--- config.mk ---
export PLATFORM = sky130hd
export DESIGN_NAME = async_proc_loader
export DESIGN_NICKNAME = d
export VERILOG_FILES = /design/src/rtl/async_proc_pkg.sv /design/src/rtl/async_proc_loader_cycle_timer.sv /design/src/rtl/async_proc_loader.sv
export SDC_FILE = /design/constraint.sdc
export NUM_CORES = 1
export LEC_CHECK = 0
export BUFFER_PORTS_ARGS = -buffer_cell sky130_fd_sc_hd__buf_2
export CORE_MARGIN = 2
export CORE_UTILIZATION = 43
export CTS_CLUSTER_DIAMETER = 200
export DETAILED_ROUTE_END_ITERATION = 7
export PLACE_DENSITY_LB_ADDON = 0.12
export SLEW_MARGIN = 15
export SYNTH_ARGS = -nofsm -noshare
export SYNTH_HDL_FRONTEND = slang
export SYNTH_SLANG_ARGS = --single-unit
--- constraint.sdc ---
create_clock -name clk -period 4.26 [get_ports clk]
set_input_delay 0.213 -clock clk [delete_from_list [all_inputs] [get_ports clk]]
set_output_delay 0.213 -clock clk [all_outputs]
set_load 0.02 [all_outputs]
--- src/rtl/async_proc_pkg.sv ---
// Shared constants, state encoding and operand helpers for the async processor
// operand loader.
package async_proc_pkg;

   localparam int NIBBLE_W = 4;
   localparam int NUM_OPS  = 4;
   localparam int IDX_W    = 2;
   localparam int OPS_W    = NIBBLE_W * NUM_OPS;

   typedef enum logic [2:0] {
      IDLE,
      WRITE,
      GAP,
      SETTLE,
      RESP
   } loader_state_t;

   function automatic logic [NUM_OPS-1:0] strobe_of(input logic [IDX_W-1:0] idx);
      return NUM_OPS'(1) << idx;
   endfunction

   // Lowest set bit wins; scanning downward lets each lower hit overwrite.
   function automatic logic [IDX_W-1:0] lowest_set(input logic [NUM_OPS-1:0] m);
      logic [IDX_W-1:0] idx;
      idx = '0;
      for (int i = NUM_OPS - 1; i >= 0; i--) begin
         if (m[i]) idx = IDX_W'(i);
      end
      return idx;
   endfunction

   function automatic logic [NIBBLE_W-1:0] nibble_of(input logic [OPS_W-1:0] ops,
                                                    input logic [IDX_W-1:0] idx);
      return ops[{idx, 2'b00} +: NIBBLE_W];
   endfunction

endpackage

--- src/rtl/async_proc_loader_cycle_timer.sv ---
// Loadable saturating down-counter shared between the strobe hold and the
// result settle phases; done while the count sits at zero.
module cycle_timer #(
   parameter int CNT_W = 3
) (
   input  logic             clk,
   input  logic             rst,
   input  logic             load,
   input  logic [CNT_W-1:0] load_val,
   output logic             done
);

   logic [CNT_W-1:0] r_count;

   always_ff @(posedge clk or posedge rst) begin
      if (rst) begin
         r_count <= '0;
      end else if (load) begin
         r_count <= load_val;
      end else if (r_count != '0) begin
         r_count <= r_count - 1'b1;
      end
   end

   assign done = (r_count == '0);

endmodule

--- src/rtl/async_proc_loader.sv ---
// Replays up to four operand nibbles onto the processor load bus with one-hot
// strobes, waits for the result to settle and returns it over a response port.
module async_proc_loader
   import async_proc_pkg::*;
#(
   parameter int HOLD_CYCLES   = 1,
   parameter int SETTLE_CYCLES = 4
) (
   input  logic                clk,
   input  logic                rst,
   input  logic                req_valid,
   output logic                req_ready,
   input  logic [OPS_W-1:0]    req_ops,
   input  logic [NUM_OPS-1:0]  req_mask,
   output logic [7:0]          bus_out,
   input  logic [NIBBLE_W-1:0] result_in,
   output logic                rsp_valid,
   input  logic                rsp_ready,
   output logic [NIBBLE_W-1:0] rsp_result,
   output logic                busy
);

   localparam int MAX_CYC = (HOLD_CYCLES > SETTLE_CYCLES) ? HOLD_CYCLES : SETTLE_CYCLES;
   localparam int CNT_W   = $clog2(MAX_CYC + 1);
   // Timer counts load_val..0 inclusive, so a phase of N cycles loads N-1.
   localparam logic [CNT_W-1:0] HOLD_LD   = CNT_W'(HOLD_CYCLES - 1);
   localparam logic [CNT_W-1:0] SETTLE_LD = CNT_W'(SETTLE_CYCLES - 1);

   loader_state_t        r_state;
   logic [OPS_W-1:0]     r_ops;
   logic [NUM_OPS-1:0]   r_pend;
   logic [7:0]           r_bus;
   logic                 r_req_ready;
   logic                 r_rsp_valid;
   logic [NIBBLE_W-1:0]  r_rsp_result;
   logic                 r_busy;

   logic                 w_accept;
   logic [IDX_W-1:0]     w_first_idx;
   logic [IDX_W-1:0]     w_next_idx;
   logic                 w_tmr_load;
   logic [CNT_W-1:0]     w_tmr_val;
   logic                 w_tmr_done;

   assign w_accept    = req_valid && r_req_ready;
   assign w_first_idx = lowest_set(req_mask);
   assign w_next_idx  = lowest_set(r_pend);

   always_comb begin
      w_tmr_load = 1'b0;
      w_tmr_val  = HOLD_LD;
      case (r_state)
         IDLE: begin
            if (w_accept) begin
               w_tmr_load = 1'b1;
               w_tmr_val  = (req_mask != '0) ? HOLD_LD : SETTLE_LD;
            end
         end
         WRITE: begin
            if (w_tmr_done && (r_pend == '0)) begin
               w_tmr_load = 1'b1;
               w_tmr_val  = SETTLE_LD;
            end
         end
         GAP: begin
            w_tmr_load = 1'b1;
            w_tmr_val  = HOLD_LD;
         end
         default: ;
      endcase
   end

   cycle_timer #(
      .CNT_W(CNT_W)
   ) u_timer (
      .clk     (clk),
      .rst     (rst),
      .load    (w_tmr_load),
      .load_val(w_tmr_val),
      .done    (w_tmr_done)
   );

   // r_pend holds the mask bits not yet written; each write clears its bit.
   always_ff @(posedge clk or posedge rst) begin
      if (rst) begin
         r_state      <= IDLE;
         r_ops        <= '0;
         r_pend       <= '0;
         r_bus        <= 8'h00;
         r_req_ready  <= 1'b1;
         r_rsp_valid  <= 1'b0;
         r_rsp_result <= '0;
         r_busy       <= 1'b0;
      end else begin
         case (r_state)
            IDLE: begin
               if (w_accept) begin
                  r_ops       <= req_ops;
                  r_req_ready <= 1'b0;
                  r_busy      <= 1'b1;
                  if (req_mask != '0) begin
                     r_state <= WRITE;
                     r_pend  <= req_mask & ~strobe_of(w_first_idx);
                     r_bus   <= {strobe_of(w_first_idx), nibble_of(req_ops, w_first_idx)};
                  end else begin
                     r_state <= SETTLE;
                     r_pend  <= '0;
                     r_bus   <= 8'h00;
                  end
               end
            end
            WRITE: begin
               if (w_tmr_done) begin
                  if (r_pend != '0) begin
                     r_state <= GAP;
                     r_bus   <= {4'b0000, r_bus[3:0]};
                  end else begin
                     r_state <= SETTLE;
                     r_bus   <= 8'h00;
                  end
               end
            end
            GAP: begin
               r_state <= WRITE;
               r_pend  <= r_pend & ~strobe_of(w_next_idx);
               r_bus   <= {strobe_of(w_next_idx), nibble_of(r_ops, w_next_idx)};
            end
            SETTLE: begin
               if (w_tmr_done) begin
                  r_state      <= RESP;
                  r_rsp_result <= result_in;
                  r_rsp_valid  <= 1'b1;
               end
            end
            RESP: begin
               if (rsp_ready) begin
                  r_state     <= IDLE;
                  r_rsp_valid <= 1'b0;
                  r_req_ready <= 1'b1;
                  r_busy      <= 1'b0;
               end
            end
            default: begin
               r_state     <= IDLE;
               r_bus       <= 8'h00;
               r_rsp_valid <= 1'b0;
               r_req_ready <= 1'b1;
               r_busy      <= 1'b0;
            end
         endcase
      end
   end

   assign req_ready  = r_req_ready;
   assign bus_out    = r_bus;
   assign rsp_valid  = r_rsp_valid;
   assign rsp_result = r_rsp_result;
   assign busy       = r_busy;

endmodule

==> results of run 1 <==
-- worst paths after layout --
| kind | from | end | slack (ns) | cells after the start |
|---|---|---|---|---|
| setup reg to reg | u_timer.r_count[0] | bus_out[1] | 2.12 | 7 |
| setup / recovery | u_timer.r_count[0] | bus_out[1] | 2.12 | 7 |
| min in group clk | req_ops[2] | r_ops[2] | 0.12 | 3 |
| hold reg to reg | bus_out[5] | bus_out[5] | 0.47 | 2 |
| max in group asynchronous | rst | req_ready | 3.85 | 3 |
| hold / removal | rst | rsp_result[1] | 0.04 | 3 |
-- layer usage --
layer  GRT usage (%)  vias up  part of all wire, %
li1                -      961                    -
met4            6.73        0                 0.87
met1            28.7      911                   49
met3            4.47        6                  5.8
met2            26.3       57                   44
met5               0        -                    0
-- flip-flops by register name (all words and copies together) (netlist names) --
name,count
rsp_valid,1
busy,1
bus_out,8
u_timer.r_count,3
r_ops,16
rsp_result,4
r_pend,4
req_ready,1
r_state,3
-- power by group --
group | switching, uW | internal, uW
Clock | 135 | 191
Sequential | 186 | 565
Combinational | 452 | 345
-- layout make-up --
class                   count  area (um2)
clock buffers               7        86.3
clock inverters             1        30.0
fillers                   502        2480
inverters                  17        63.8
multi-input cells         178        1100
flip-flops and latches     41        1030
well taps                  70        87.6
repair buffers             44         225
-- metrics by stage --
stage	power [uW]	setup WS [ns]	area [um2]	hold slack [ns]	std cells
after floorplan	1360	2.53	2280	0.318	252
after global placement	1540	2.14	2510	0.378	350
after detailed placement	1560	2.11	2510	0.384	350
after CTS	1890	2.09	2630	0.0576	358
after global routing	2030	1.91	2630	0.0824	358
final	1870	2.12	2630	0.0413	358
-- cell families after synthesis --
logic type | Yosys count | synth area share (%)
and+or+nand+nor | 104 | 22.3
DFF | 41 | 45.0
muxes | 5 | 2.41
AOI/OAI and AO/OA | 65 | 21.9
buffers and inverters | 33 | 6.53
xor gates and xnor gates | 2 | 0.768
adders and majority gates | 2 | 1.10
-- synth_stat cells (5+ instances only) --
cell type / number / area share, %
nand2_1: 59 / 9.7
dfrtp_1: 40 / 44
inv_1: 17 / 2.8
a21oi_1: 11 / 2.4
nor2_1: 11 / 1.8
o21ai_0: 10 / 2.2
buf_2: 8 / 1.8
clkbuf_1: 6 / 0.99
nor2b_1: 6 / 1.6
a211oi_1: 5 / 1.6
o21ai_1: 5 / 1.1
o31ai_1: 5 / 1.6
-- critical path, cell delays in order (launching register included) --
cell and delay (ns):
dfrtp_1 0.36, inv_1 0.05, ha_1 0.19, ha_1 0.31
nor2b_1 0.19, o32ai_2 0.62, a31oi_4 0.13, o221ai_2 0.21
==> results.cfg, run 1 <==
[run_status]
status = finished clean

[global_routing]
grt_pass1_vias = 1800
grt_pass1_wl_mm = 8.90
grt_usage_pct = 19.0
grt_max_degree = 42
antenna_found_initial = 0
overflow = 0

[synth]
ys_ff_latch = 41
synth_ff_type = dfrtp_1
ys_seq_area_share_pct = 45.0
async_reset_ff_share_pct = 100
ys_types = 53
synth_nets = 282
syn_area_mm2 = 0.00228
synth_edf_count = 0
avgSynthCellArea_um2 = 9.05
syn_inst = 252
ys_warn_count = 0

[cts]
clockBufferDepth = 2
cts.repair.resized = 0
numCtsBuffers = 5
cts_tree = yes
cts.sinks = 41
worstSkewPairLatency_ns = 0.29
cts_root_buf = clkbuf_8
htreeDepth = 2
cts_hold_buf = 0
post-cts-setup-buffer-count = 0
path_clk_slew_ns = 0.08

[route]
wl_per_cell_um = 14.8
first_iter_violations = 130
num_vias = 1935
postRouteWirelength_mm = 5.30
avgViaCountPerCell = 5.41
first_pass_iters = 5
antenna_left = 0
drcViolationCount = 0

[placed_design]
numPortBuffers = 42
dp_hpwl_mm = 3.54
routabilityCongestion = 0.757

[run]
drv_cap = 0

[cells_and_area]
n_antenna_cell = 0
post-route-util_pct = 51.4
layout_commonest_cell = nand2_1
nets = 317
area_growth_pct = 15.1
drive_above_1_share_pct = 24.0
layout_common_cells = 59 x nand2_1, 42 x buf_2, 40 x dfrtp_1

[floorplan]
fp.dieH_um = 76.8
ios = 43
core-area_mm2 = 0.00511
placementRows = 26
die_area_mm2 = 0.00590
dieWidth_um = 76.8
start_util_pct = 44.7

[sta]
tns_ns = 0
period_share_pct = 50.3
fmax_ghz = 0.467
rsz0062_at_grt = false
finalHoldViolations = 0
clock_skew_ns = 0.00517
min_period_ns = 2.14
tightestPinTransition_ns = 0.750
slew_headroom_pct = 50.0
finalMaxSlewViolations = 0
finalSetupViolCount = 0

[worst_setup_path]
path_class = flop to flop
crit_required_ns = 4.47
cp.arrival_ns = 2.35
worstSetupStartpointType = flop
crit_fanout = 11
end_kind = flop

[hold_path]
hold_class = primary input to asynchronous set/reset pin

[power_and_ir_drop]
power.density_mw_per_mm2 = 714
ir_worst_vdd_mv = 0.315
p_leak_uw = 0.00122
No activity file was read; power rests on OpenSTA's default activity.
==> run 2, diff against run 1 <==
- clock period: 4.26 -> 1.9 ns (I/O delays scaled with it)
==> run 2 against run 1 <==
- combinational power increased to 2.7 times the previous value
- utilization increased by 3.0 points
- sequential power rose by 100%
- flip-flop and latch count did not move
- die area unchanged
- hold slack worse by 0.034 ns
- non-clock buffer count rose by 19
- first-iteration DRC count increased by 8.5%
- setup slack got worse by 1.9 ns
- wire length is 2.6% higher
- clock skew grew 0.00080 ns
- global-route usage grew 0.49 points
- critical endpoint is now rsp_result[2]
==> results.cfg, run 2 (synthesis gave the netlist of run 1 again) <==
[sta]
fmax_ghz = 0.589
tightestPinTransition_ns = 0.524
slew_headroom_pct = 65.1
rsz0062_at_grt = false
fin_hold_ws_ns = 0.00741
finalMaxSlewViolations = 0
finalHoldViolations = 0
min_period_ns = 1.70
period_share_pct = 89.3
tns_ns = 0
finalSetupViolCount = 0
clock_skew_ns = 0.00597

[worst_setup_path]
worstSetupStartpointType = flop
crit_required_ns = 2.08
cp.arrival_ns = 1.88
critPathMaxStageDelay_ns = 0.37
cp_common_cell = ha_1
worstPathCellList = inv_1, ha_1, ha_1, buf_4, nand4b_1, mux2_2
path_class = flop to flop
end_kind = flop
slowest_stage = dfrtp_1
crit_fanout = 10

[route]
num_vias = 2026
drcViolationCount = 0
first_iter_violations = 141
first_pass_iters = 5
avgViaCountPerCell = 5.37
antenna_left = 0
wl_per_cell_um = 14.4
postRouteWirelength_mm = 5.43

[floorplan]
die_area_mm2 = 0.00590
core-area_mm2 = 0.00511
placementRows = 26
ios = 43
dieWidth_um = 76.8
start_util_pct = 44.7
fp.dieH_um = 76.8

[cells_and_area]
n_antenna_cell = 0
largest_reg_flops = 16
n_fill_cell = 500
layout_common_cells = 59 x nand2_1, 42 x buf_2, 40 x dfrtp_1
fin_area_mm2 = 0.00278
largest-register = r_ops
area_growth_pct = 21.8
instances_no_fill = 377
drive_above_1_share_pct = 26.7
nets = 336
layout_commonest_cell = nand2_1

[power_and_ir_drop]
p_leak_uw = 0.00129
power.density_mw_per_mm2 = 1540
ir_worst_vdd_mv = 0.715
fin_total_pwr_uw = 4280

[hold_path]
hold_class = primary input to flop

[cts]
worstSkewPairLatency_ns = 0.30
cts_tree = yes
numCtsBuffers = 5
clockBufferDepth = 2
cts.sinks = 41
htreeDepth = 2
post-cts-setup-buffer-count = 0
cts_root_buf = clkbuf_8
path_clk_slew_ns = 0.08

[placed_design]
place_inst = 362
placed_area_mm2 = 0.00261
numPortBuffers = 42
routabilityCongestion = 0.807
dp_hpwl_mm = 3.74

[global_routing]
grt_pass1_wl_mm = 9.07
grt_pass1_vias = 1861
antenna_found_initial = 0
overflow = 0
grt_usage_pct = 19.5
grt_max_degree = 42

[run]
drv_cap = 0

[run_status]
status = finished clean
==> run 2: per-stage QoR <==
stage	utilization, %	setup slack, ns
2_1_floorplan	-	0.170
3_3_place_gp	51.1	0.184
3_5_place_dp	51.1	0.163
4_1_cts	54.2	0.141
5_1_grt	54.4	0.0834
6_report	54.4	0.202
==> run 2: path summary, 6_finish.rpt <==
check,cells after the start,slack (ns),from,end
hold reg to reg,2,0.47,bus_out[5],bus_out[5]
setup reg to reg,6,0.20,u_timer.r_count[0],rsp_result[2]
setup / recovery,6,0.20,u_timer.r_count[0],rsp_result[2]
hold / removal,3,0.007,req_ops[9],r_ops[9]
min in group asynchronous,4,0.46,rst,r_ops[12]
max in group asynchronous,4,1.07,rst,req_ready
==> run 2: layer usage <==
| metal | GRT usage, % | share of wire (%) | up-vias |
|---|---|---|---|
| met3 | 3.76 | 5.8 | 6 |
| li1 | - | - | 992 |
| met5 | 0 | 0 | - |
| met1 | 27.5 | 48 | 966 |
| met2 | 30.3 | 45 | 62 |
| met4 | 6.00 | 1.3 | 0 |
==> run 2: power by group <==
part | internal [uW] | total (uW) | leakage (uW) | switching (uW)
combinational | 942 | 2180 | 0.000739 | 1240
clock | 254 | 571 | 0.0000439 | 318
sequential | 1270 | 1530 | 0.000511 | 256
total | 2470 | 4280 | 0.00129 | 1810
==> run 2: critical path: cells and delay by family, from the launching register on <==
kind | cells | cell delay [ns]
flip-flops | 1 | 0.37
adder cells (fa/ha/maj) | 2 | 0.38
buffers and inverters | 2 | 0.23
multiplexers | 1 | 0.37
AND/OR/NAND/NOR | 1 | 0.24
==> run 2: repair_timing <==
item / in CTS / in global routing
endpoints found under the setup margin: 0 / 1
hold endpoints to repair: 46 / 0
gates resized for setup: 0 / 1
hold buffers: 7 / 0
==> run 2: area by class of cell <==
class,instances,area (um2),area share (%)
Tap cell,70,87.6,3.15
Clock inverter,3,17.5,0.630
Timing Repair Buffer,63,398,14.3
Sequential cell,41,1030,37.0
Clock buffer,5,68.8,2.48
Multi-Input combinational cell,178,1120,40.2
Inverter,17,63.8,2.30
